[src/rtl/fifo_prog_pkg.sv]
// Shared sizing helpers for the programmable-threshold FIFO.
// Depth and count width are derived from the pointer width.
package fifo_prog_pkg;

    function automatic int fifo_depth(input int address_width);
        return 32'sd1 << address_width;
    endfunction

    // Occupancy runs 0..depth inclusive, so it needs one bit more than a pointer.
    function automatic int count_width(input int address_width);
        return address_width + 32'sd1;
    endfunction

endpackage

[src/rtl/fifo_prog_mem.sv]
// Register-array storage for fifo_prog: one write port and one registered read port.
// The array itself is not reset; only the read-data register clears.
module fifo_prog_mem
    import fifo_prog_pkg::*;
#(
    parameter int data_width    = 6,
    parameter int address_width = 3
) (
    input  logic                     clk,
    input  logic                     reset,
    input  logic                     wr_en,
    input  logic [address_width-1:0] wr_addr,
    input  logic [data_width-1:0]    wr_data,
    input  logic                     rd_en,
    input  logic [address_width-1:0] rd_addr,
    output logic [data_width-1:0]    rd_data
);

    localparam int DEPTH = fifo_depth(address_width);

    logic [data_width-1:0] mem_q [DEPTH];
    logic [data_width-1:0] rd_data_d;
    logic [data_width-1:0] rd_data_q;

    // Storage write port.
    always_ff @(posedge clk) begin
        if (wr_en) begin
            mem_q[wr_addr] <= wr_data;
        end
    end

    // Next read data: old array content on a read, otherwise hold.
    always_comb begin
        rd_data_d = rd_data_q;
        if (rd_en) begin
            rd_data_d = mem_q[rd_addr];
        end else begin
            rd_data_d = rd_data_q;
        end
    end

    // Read-data register.
    always_ff @(posedge clk or negedge reset) begin
        if (!reset) begin
            rd_data_q <= '0;
        end else begin
            rd_data_q <= rd_data_d;
        end
    end

    assign rd_data = rd_data_q;

endmodule

[src/rtl/fifo_prog.sv]
// Single-clock FIFO with run-time almost-full/almost-empty thresholds,
// overflow/underflow protection, sticky error, occupancy and read-valid strobe.
module fifo_prog
    import fifo_prog_pkg::*;
#(
    parameter int data_width    = 6,
    parameter int address_width = 3
) (
    input  logic                   clk,
    input  logic                   reset,
    input  logic                   wr_enable,
    input  logic                   rd_enable,
    input  logic [data_width-1:0]  data_in,
    input  logic [address_width:0] af_threshold,
    input  logic [address_width:0] ae_threshold,
    output logic [data_width-1:0]  data_out,
    output logic                   valid_out,
    output logic                   full_fifo,
    output logic                   empty_fifo,
    output logic                   almost_full_fifo,
    output logic                   almost_empty_fifo,
    output logic                   error,
    output logic [address_width:0] count
);

    localparam int CW = count_width(address_width);
    localparam logic [CW-1:0]            DEPTH_C = CW'(fifo_depth(address_width));
    localparam logic [CW-1:0]            CNT_ONE = CW'(1);
    localparam logic [address_width-1:0] PTR_ONE = address_width'(1);

    logic [address_width-1:0] wr_ptr_q, wr_ptr_d;
    logic [address_width-1:0] rd_ptr_q, rd_ptr_d;
    logic [CW-1:0]            count_q, count_d;
    logic                     valid_q, valid_d;
    logic                     error_q, error_d;
    logic                     full_s, empty_s;
    logic                     wr_acc_s, rd_acc_s;

    assign full_s  = (count_q == DEPTH_C);
    assign empty_s = (count_q == '0);

    // Accept decisions, pointer/count/error next state.
    always_comb begin
        wr_acc_s = wr_enable & (~full_s | rd_enable);
        rd_acc_s = rd_enable & ~empty_s;
        wr_ptr_d = wr_ptr_q;
        rd_ptr_d = rd_ptr_q;
        count_d  = count_q;
        valid_d  = rd_acc_s;
        error_d  = error_q | (wr_enable & full_s & ~rd_enable) | (rd_enable & empty_s);

        if (wr_acc_s) begin
            wr_ptr_d = wr_ptr_q + PTR_ONE;
        end else begin
            wr_ptr_d = wr_ptr_q;
        end

        if (rd_acc_s) begin
            rd_ptr_d = rd_ptr_q + PTR_ONE;
        end else begin
            rd_ptr_d = rd_ptr_q;
        end

        // Both accepted (only possible when not empty) leaves occupancy unchanged.
        case ({wr_acc_s, rd_acc_s})
            2'b10:   count_d = count_q + CNT_ONE;
            2'b01:   count_d = count_q - CNT_ONE;
            default: count_d = count_q;
        endcase
    end

    // Control state registers.
    always_ff @(posedge clk or negedge reset) begin
        if (!reset) begin
            wr_ptr_q <= '0;
            rd_ptr_q <= '0;
            count_q  <= '0;
            valid_q  <= 1'b0;
            error_q  <= 1'b0;
        end else begin
            wr_ptr_q <= wr_ptr_d;
            rd_ptr_q <= rd_ptr_d;
            count_q  <= count_d;
            valid_q  <= valid_d;
            error_q  <= error_d;
        end
    end

    fifo_prog_mem #(
        .data_width   (data_width),
        .address_width(address_width)
    ) u_mem (
        .clk    (clk),
        .reset  (reset),
        .wr_en  (wr_acc_s),
        .wr_addr(wr_ptr_q),
        .wr_data(data_in),
        .rd_en  (rd_acc_s),
        .rd_addr(rd_ptr_q),
        .rd_data(data_out)
    );

    // Flags follow the registered count and live threshold inputs.
    assign full_fifo         = full_s;
    assign empty_fifo        = empty_s;
    assign almost_full_fifo  = (count_q >= af_threshold);
    assign almost_empty_fifo = (count_q <= ae_threshold);
    assign valid_out         = valid_q;
    assign error             = error_q;
    assign count             = count_q;

endmodule

[config.mk]
export PLATFORM = sky130hd
export DESIGN_NAME = fifo_prog
export DESIGN_NICKNAME = d
export VERILOG_FILES = /design/src/rtl/fifo_prog_pkg.sv /design/src/rtl/fifo_prog_mem.sv /design/src/rtl/fifo_prog.sv
export SDC_FILE = /design/constraint.sdc
export NUM_CORES = 1
export LEC_CHECK = 0
export CORE_MARGIN = 2
export CORE_UTILIZATION = 45
export CTS_CLUSTER_DIAMETER = 100
export DETAILED_ROUTE_END_ITERATION = 7
export GPL_TIMING_DRIVEN = 0
export PLACE_DENSITY = 0.66
export SYNTH_ARGS = -nofsm -noshare
export SYNTH_HDL_FRONTEND = slang
export SYNTH_SLANG_ARGS = --single-unit
[constraint.sdc]
create_clock -name clk -period 4 [get_ports clk]
set_clock_uncertainty 0.2 [all_clocks]
set_input_delay 0.6 -clock clk [delete_from_list [all_inputs] [get_ports clk]]
set_output_delay 0.6 -clock clk [all_outputs]
set_load 0.005 [all_outputs]
==> run summary, run 1 <==
clock-pin slew on the worst setup and hold paths - 0.07 ns
Leakage - 1.37 nW
clock buffer depth - 2
fillers - 510
RSZ-0062 raised after global routing - no
Int Power - 1.62 mW
outcome - finished clean
Vias - 1,726
Num Clock Sinks - 66
Reg2Reg Setup Slack - 1.15 ns
Post-synth EDFFs - 48
Reg power frac - 42.4%
Cell Area, Synth - 0.00294 mm^2
first-pass GRT wire length - 8560 um
GRT Max-Usage Layer - met2
Syn Nets - 236
Die Wd - 84.9 um
# port buffers - 33
most frequent cells in the layout - 48 x edfxtp_1, 33 x clkdlybuf4s50_1, 20 x nand2_1
worst-path fanout max - 2
clk_lat worst skew - 0.33 ns
startpoint class of the critical path - input pin
xor and xnor fraction of the mapped netlist area - 2.38%
Final Critical Period - 3.33 ns
Synth Area in Simple Gates - 7.78%
Max-cap violations - 0
largest net degree at the start of global routing - 19
Worst Path Required - 3.20 ns
combinational share of power - 38.0%
Hold EP - error
diodes inserted - 0
Initial Util - 46.4%
worst hold path type - reg -> reg
vias in the first global route - 1,728
unique cell type count in the Yosys netlist - 33
register area share after synthesis - 64.3%
Slew @ Worst Pin - 1.03 ns
DP HPWL - 3850 um
initial antenna violation count - 0
Resized cells post-CTS - 0
Max-slew headroom - 30.8%
drt initial violations - 84
final wirelength - 5250 um
Placement Cell Area - 0.00337 mm^2
core footprint - 0.00635 mm^2
Hold Vio Cnt, Final - 0
Layout Nets - 280
row count - 29
area of the multi-input gates - 957 um^2
M1 GR Usage - 21.7%
Detail Route Antenna Nets - 0
final setup vio count - 0
gpl congestion - 0.746
GR Util met3 - 5.06%
WS Path Type - in -> out
Setup crit end kind - primary output
Worst R2R End - count[2]
WP data arrival - 2.53 ns
post-synthesis mux area share - 9.05%
Max VDD drop - 0.000377 V
Hold Path Depth - 1
area grow syn2layout - 20.2%
DRC viols - 0
Async SR Flop Fraction - 27.3%
Final Cell Area - 0.00354 mm^2
Die Y - 84.9 um
# H-tree levels - 3
Sw Pwr - 0.779 mW
Mapped Cells - 205
Crit Reg-Reg Startpoint - count[1]
total power draw - 2.39 mW
commonest non-fill, non-tap cell in the layout - edfxtp_1
share of cells above drive strength 1 - 14.6%
Reg2Reg Depth - 11
Clock Tree Root - clkbuf_8
TritonCTS buffer count - 9
1st-pass router iterations - 4
register area - 0.00189 mm^2
total track usage - 15.9%
PD cells - 676 mW/mm^2
Yosys warning total - 0
Setup WS post-layout - 0.670 ns
Compound-Gate Fraction of Synth Area - 7.78%
DR WL/cell - 15.9 um
die area - 0.00721 mm^2
post-layout util - 55.7%
Seq cells post-synth - 66
aggregate global routing overflow - 0
met2 GRT Util - 24.4%
post-CTS repair timing setup buffer count - 0
CTS tree - done
main combinational cell family by area after synthesis - multiplexers
Hold Buf Count CTS - 0
Avg Cell Area, Syn - 14.4 um^2
average vias per placed instance - 5.21
final slew viol count - 0
io pins - 34
Place WS - 0.667 ns
Clock power frac - 19.6%
final cycle utilization of the critical path - 83.2%
switching portion of total power - 32.5%
fmax - 0.300 GHz
top_reg_cell synth - edfxtp_1
TNS Setup - 0 ns
Adder-Cell Fraction of Synth Area - 5.52%
worst hold start - error
cell type report:
type                            instances  area share [%]
Buffer                                  5            1.73
Clock buffer                            9            3.50
Clock inverter                          7            1.27
Inverter                                9           0.954
Multi-Input combinational cell        125            27.0
Sequential cell                        66            53.4
Tap cell                               77            2.72
Timing Repair Buffer                   33            9.33
power by group through the flow:
stage | clock [mW] | sequential (mW) | combinational, mW
2_1_floorplan | 0 | 1.00 | 0.603
3_3_place_gp | 0 | 1.03 | 0.906
3_5_place_dp | 0 | 1.03 | 0.920
4_1_cts | 0.486 | 1.02 | 0.925
5_1_grt | 0.520 | 1.04 | 1.01
6_report | 0.470 | 1.01 | 0.910
cells by family (layout without fill, tap and decap cells):
kind of cell | count (synthesis) | after routing
DFF | 66 | 66
and+or+nand+nor | 47 | 47
AOI/OAI and AO/OA | 32 | 32
muxes | 25 | 25
buffers and inverters | 14 | 63
adders and majority gates | 13 | 13
xor gates and xnor gates | 8 | 8
routing by layer:
metal	vias to the layer above	routed length, um	share of wire, %
met1	829	2520	48
met3	2	276	5.3
met4	0	36	0.69
met5	-	0	0
met2	42	2420	46
li1	853	-	-
worst max path at each step:
stage	start	slack [ns]	cells past startpoint	to
finish	ae_threshold[1]	0.67	8	almost_empty_fifo
global placement	ae_threshold[1]	0.69	8	almost_empty_fifo
detailed placement	ae_threshold[1]	0.67	8	almost_empty_fifo
floorplan	count[1]	1.41	11	count[2]
CTS	ae_threshold[1]	0.67	8	almost_empty_fifo
global route	ae_threshold[1]	0.55	8	almost_empty_fifo
Yosys cell counts (5+ instances only):
master | n | area, um^2
a221o_1 | 6 | 60.1
dfrtp_1 | 18 | 450
edfxtp_1 | 48 | 1440
ha_1 | 13 | 163
inv_1 | 8 | 30.0
mux2_2 | 13 | 146
mux2i_1 | 12 | 120
nand2_1 | 20 | 75.1
nand2b_1 | 5 | 31.3
nor2_1 | 9 | 33.8
nor2b_1 | 5 | 31.3
o21ai_1 | 6 | 30.0
o22ai_1 | 6 | 37.5
critical path, stage by stage:
cell,delay [ns]
clkdlybuf4s50_1,0.45
inv_1,0.04
ha_1,0.29
nor2b_1,0.13
o21a_1,0.16
o21a_1,0.15
o21ai_0,0.17
clkdlybuf4s50_1,0.53
stage by stage:
| step | cells | hold WS (ns) |
|---|---|---|
| 3_5_place_dp | 315 | 0.268 |
| 6_report | 331 | 0.276 |
| 2_1_floorplan | 205 | 0.104 |
| 5_1_grt | 331 | 0.317 |
| 3_3_place_gp | 315 | 0.261 |
| 4_1_cts | 331 | 0.285 |
flip-flops by register name (all words and copies together), names as in the netlist:
name,cells
u_mem.mem_q,48
u_mem.rd_data,6
count,4
rd_ptr_q,3
wr_ptr_q,3
error,1
valid_out,1
No activity file was read; power rests on OpenSTA's default activity.
==> run 2, diff against run 1 <==
==> constraint.sdc (replaced) <==
create_clock -name clk -period 3.1 [get_ports clk]
set_clock_uncertainty 0.2 [all_clocks]
set_input_delay 0.465 -clock clk [delete_from_list [all_inputs] [get_ports clk]]
set_output_delay 0.465 -clock clk [all_outputs]
set_load 0.005 [all_outputs]
==> run summary, run 2 (synthesis gave the netlist of run 1 again) <==
largest net degree at the start of global routing - 19 (unchanged)
WS Path Type - reg -> out (was in -> out)
Die Wd - 84.9 um (unchanged)
Die Y - 84.9 um (unchanged)
Final Cell Area - 0.00354 mm^2 (about the same)
CTS tree - done (unchanged)
fillers - 510 (unchanged)
total track usage - 15.9% (unchanged)
Worst Path Required - 2.43 ns (was 3.20 ns)
DRC viols - 0 (unchanged)
met1 wire length - 2520 um (about the same)
total power draw - 3.09 mW (was 2.39 mW)
Reg2Reg Setup Slack - 0.26 ns (was 1.15 ns)
RSZ-0062 raised after global routing - no (unchanged)
Layout Nets - 280 (unchanged)
Hold Buf Count CTS - 0 (unchanged)
final setup vio count - 0 (unchanged)
Detail Route Antenna Nets - 0 (unchanged)
Clock Tree Root - clkbuf_8 (unchanged)
Largest Register - u_mem.mem_q (unchanged)
Initial Util - 46.4% (unchanged)
diodes inserted - 0 (unchanged)
worst-path fanout max - 8 (was 2)
register area - 0.00189 mm^2 (unchanged)
startpoint class of the critical path - flop (was input pin)
final slew viol count - 0 (unchanged)
worst hold path type - reg -> reg (unchanged)
max layer used - met4 (unchanged)
Hold Vio Cnt, Final - 0 (unchanged)
Final Critical Period - 2.94 ns
gpl congestion - 0.746 (unchanged)
most frequent cells in the layout - 48 x edfxtp_1, 32 x clkdlybuf4s50_1, 20 x nand2_1 (was 48 x edfxtp_1, 33 x clkdlybuf4s50_1, 20 x nand2_1)
Max VDD drop - 0.000487 V (was 0.000377 V)
commonest non-fill, non-tap cell in the layout - edfxtp_1 (unchanged)
DR WL/cell - 15.8 um (was 15.9 um)
final wirelength - 5240 um (was 5250 um)
Slew @ Worst Pin - 1.01 ns (was 1.03 ns)
Placement Cell Area - 0.00337 mm^2 (unchanged)
first-pass GRT wire length - 8560 um (unchanged)
clock buffer depth - 2 (unchanged)
Max-cap violations - 0 (unchanged)
WP data arrival - 2.27 ns (was 2.53 ns)
# port buffers - 33 (unchanged)
metal2 WL - 2410 um (was 2420 um)
die area - 0.00721 mm^2 (unchanged)
clk_lat worst skew - 0.33 ns (about the same)
Max-slew headroom - 32.0% (was 30.8%)
outcome - finished clean (unchanged)
# H-tree levels - 3 (unchanged)
Leakage - 1.38 nW (was 1.37 nW)
DR WL met3 - 269 um (was 276 um)
DP HPWL - 3850 um (unchanged)
average vias per placed instance - 5.19 (was 5.21)
1st-pass router iterations - 4 (unchanged)
PD cells - 872 mW/mm^2 (was 676 mW/mm^2)
share of cells above drive strength 1 - 14.6% (unchanged)
io pins - 34 (unchanged)
TritonCTS buffer count - 9 (unchanged)
Vias - 1,718 (was 1,726)
area grow syn2layout - 20.3% (was 20.2%)
area of the multi-input gates - 957 um^2 (unchanged)
clock-pin slew on the worst setup and hold paths - 0.07 ns (about the same)
max reg flops - 48 (unchanged)
final cycle utilization of the critical path - 94.8%
Setup crit end kind - primary output (unchanged)
vias in the first global route - 1,728 (unchanged)
initial antenna violation count - 0 (unchanged)
aggregate global routing overflow - 0 (unchanged)
Num Clock Sinks - 66 (unchanged)
core footprint - 0.00635 mm^2 (unchanged)
drt initial violations - 77 (was 84)
fmax - 0.340 GHz
row count - 29 (unchanged)
post-layout util - 55.8% (was 55.7%)
-- run 2: changes by cell type in the layout (fill, tap and decap cells not counted) --
cell and delta:
dlymetal6s2s_1 +1, o21ai_1 +1, o21ai_0 -1, clkdlybuf4s50_1 -1
-- run 2: where the power goes --
part / internal (mW) / switching [mW] / total (mW) / leakage, nW
Clock: 0.288 / 0.319 / 0.607 / 0.0891
Sequential: 1.15 / 0.158 / 1.31 / 0.648
Combinational: 0.644 / 0.529 / 1.17 / 0.640
-- run 2: critical path: stages (launching register included) --
cell	delay, ns
dfrtp_1	0.49
inv_1	0.11
ha_1	0.28
nand2b_1	0.14
a21o_1	0.17
a21o_1	0.16
a21o_1	0.16
clkdlybuf4s50_1	0.43
-- run 2: final timing paths --
| path | start | end | depth (start not counted) |
|---|---|---|---|
| hold reg to reg | error | error | 1 |
| max in group asynchronous | reset | count[2] | 1 |
| setup reg to reg | count[1] | count[2] | 11 |
| setup / recovery | count[0] | almost_full_fifo | 7 |
| min in group asynchronous | reset | count[0] | 1 |
| hold / removal | error | error | 1 |
-- run 2: timing repair --
item	CTS	global route
setup buffers	0	0
gates resized for setup	0	2
setup endpoints to repair	0	1
-- run 2: layout make-up --
type / count / share of cell area, %
Inverter: 9 / 0.954
Tap cell: 77 / 2.72
Timing Repair Buffer: 33 / 9.40
Clock inverter: 7 / 1.27
Buffer: 5 / 1.73
Sequential cell: 66 / 53.4
Clock buffer: 9 / 3.50
Multi-Input combinational cell: 125 / 27.0
-- run 2: stage by stage --
| step | setup TNS [ns] | instances | hold slack, ns | setup slack, ns |
|---|---|---|---|---|
| floorplan | 0 | 205 | -0.0306 | 0.506 |
| global placement | 0 | 315 | 0.261 | 0.0356 |
| detailed placement | -0.151 | 315 | 0.268 | -0.0255 |
| CTS | 0 | 331 | 0.285 | 0.0393 |
| global route | 0 | 331 | 0.317 | 0.0309 |
| finish | 0 | 331 | 0.276 | 0.161 |
-- run 2: routing by layer --
layer,up-vias,global-route usage [%]
met4,0,5.19
li1,852,-
met5,-,0
met1,822,21.7
met3,2,5.06
met2,42,24.4
==> RTL change (flow settings as in run 2) <==
`data_width` is set to 6 in 2 places; all go to 12.
--- a/src/rtl/fifo_prog_mem.sv
+++ b/src/rtl/fifo_prog_mem.sv
@@ -3,7 +3,7 @@
 module fifo_prog_mem
     import fifo_prog_pkg::*;
 #(
-    parameter int data_width    = 6,
+    parameter int data_width    = 12,
     parameter int address_width = 3
 ) (
     input  logic                     clk,
--- a/src/rtl/fifo_prog.sv
+++ b/src/rtl/fifo_prog.sv
@@ -3,7 +3,7 @@
 module fifo_prog
     import fifo_prog_pkg::*;
 #(
-    parameter int data_width    = 6,
+    parameter int data_width    = 12,
     parameter int address_width = 3
 ) (
     input  logic                   clk,
Ports: changed (resized data_in and data_out); port bits go from 34 to 46. No check against the original RTL was run, so the function may have changed too.
==> RTL change against run 2 <==
Total power increased by 96%. Sequential cell count increased by 54. Sequential share of layout area increased by 2.6 points. Worst setup slack improved by 97 ps. Area after synthesis increased by 69%. Count of clock-buffer cells in the layout increased by 13. Critical path type is now reg2reg. Routed wire length increased by 89%. Core utilization increased by 1.9 points. Cell area increased by 76%.
==> RTL change: results (changes against run 2) <==
| Metric | Value |
|---|---|
| Status | `finished clean (unchanged)` |
| Placed insts | `500 (was 315)` |
| Vias in the first global route | `2736 (was 1728)` |
| Vias | `2783 (was 1718)` |
| Total GRT Usage | `18.14% (was 15.89%)` |
| Routed met2 length | `4990 um (was 2414 um)` |
| Wl on met1 | `4290 um (was 2524 um)` |
| Gp weighted congestion | `0.7621 (was 0.7458)` |
| H-Tree Depth | `4 (was 3)` |
| CTS Buffer Depth | `2 (unchanged)` |
| Met3 WL | `542 um (was 269 um)` |
| Leakage | `2.336 nW (was 1.377 nW)` |
| CP Max Fanout | `12 (was 8)` |
| GRT met2 Usage | `29.46% (was 24.41%)` |
| Initial DRC count | `180 (was 77)` |
| Most common library cells after synthesis | `edfxtp_1 (96), mux2_2 (25), nand2_1 (25) (was edfxtp_1 (48), nand2_1 (20), dfrtp_1 (18))` |
| Clock latency on the worst-skew pair | `520 ps (was 330 ps)` |
| Share of layout cells above drive strength 1 | `18.43% (was 14.57%)` |
| First-pass GRT wire length | `15050 um (was 8562 um)` |
| VDD IR max | `0.0004093 V (was 0.0004870 V)` |
| Pre-CTS setup slack | `-256.7 ps (was -25.47 ps)` |
| Mapped Cells | `313 (was 205)` |
| Top post-synthesis cells by area | `edfxtp_1 (58%), dfrtp_1 (12%), mux2_2 (5.7%) (was edfxtp_1 (49%), dfrtp_1 (15%), ha_1 (5.5%))` |
| DPL Wire Length | `6381 um (was 3853 um)` |
| Post-synth ARST share | `20.00% (was 27.27%)` |
| DR vias/cell | `5.192 (was 5.190)` |
| Crit path DAT | `2770 ps (was 2270 ps)` |
| Met1 usage | `22.78% (was 21.69%)` |
| Part of the Yosys area used for sequential elements | `70.18% (was 64.26%)` |
| Area post-placement | `5622 sq um (was 3371 sq um)` |
| Synth Net Count | `350 (was 236)` |
| Max Used Layer | `met4 (unchanged)` |
| Num CTS Buffers | `17 (was 9)` |
| PortBufs | `45 (was 33)` |
| DR WL/cell | `18.48 um (was 15.84 um)` |
| Synth cell types | `35 (was 33)` |
| Flip-flop count of the largest register after layout | `96 (was 48)` |
| Worst-path clk slew | `50 ps (was 70 ps)` |
| Largest net degree at the start of global routing | `25 (was 19)` |
| Final net count | `420 (was 280)` |
| Met3 GRT Util | `5.380% (was 5.058%)` |
| Diode count | `0 (unchanged)` |
-- RTL change: timing repair --
action                     4_1_cts  5_1_grt
gates resized for setup          3        2
setup endpoints to repair        2        2
buffers inserted                 1        3
pin swaps                        0        0
-- RTL change: cell type report --
class / count / area [sq um]
Fill cell: 834 / 4571
Sequential cell: 120 / 3486
Multi-Input combinational cell: 172 / 1374
Timing Repair Buffer: 51 / 508.0
Clock buffer: 22 / 432.9
Tap cell: 140 / 175.2
Clock inverter: 10 / 127.6
Buffer: 12 / 85.08
Inverter: 9 / 33.78
-- RTL change: critical path, cell delays in order (launching register included) --
cell	delay [ps]
dfrtp_1	510
nor2b_1	210
a21boi_1	330
nand2b_1	220
nor2_1	980
-- RTL change: final timing paths --
check | start | endpoint | slack, ps | depth (start not counted)
worst max-delay path | count[3] | u_mem.mem_q[6][7] | 260 | 4
worst min-delay path | u_mem.rd_data[8] | u_mem.rd_data[8] | 270 | 2
worst max register to register | count[3] | u_mem.mem_q[6][7] | 260 | 4
worst min register to register | u_mem.rd_data[8] | u_mem.rd_data[8] | 270 | 2
max in group asynchronous | reset | count[0] | 1670 | 1
min in group asynchronous | reset | wr_ptr_q[2] | 320 | 1
-- RTL change: cell families after synthesis --
logic type | count (synthesis) | share of synthesized area, %
flops | 120 | 70.18
buf+inv | 21 | 2.395
xor+xnor | 8 | 1.412
fa+ha+maj | 13 | 3.277
compound gates | 50 | 7.285
simple gates | 52 | 4.941
mux | 49 | 10.51
-- RTL change: where the power goes --
group          switching (W)  leakage (nW)  internal (W)
clock               0.000641         0.269       0.00121
combinational       0.000957         0.913      0.000971
sequential          0.000187          1.15       0.00208
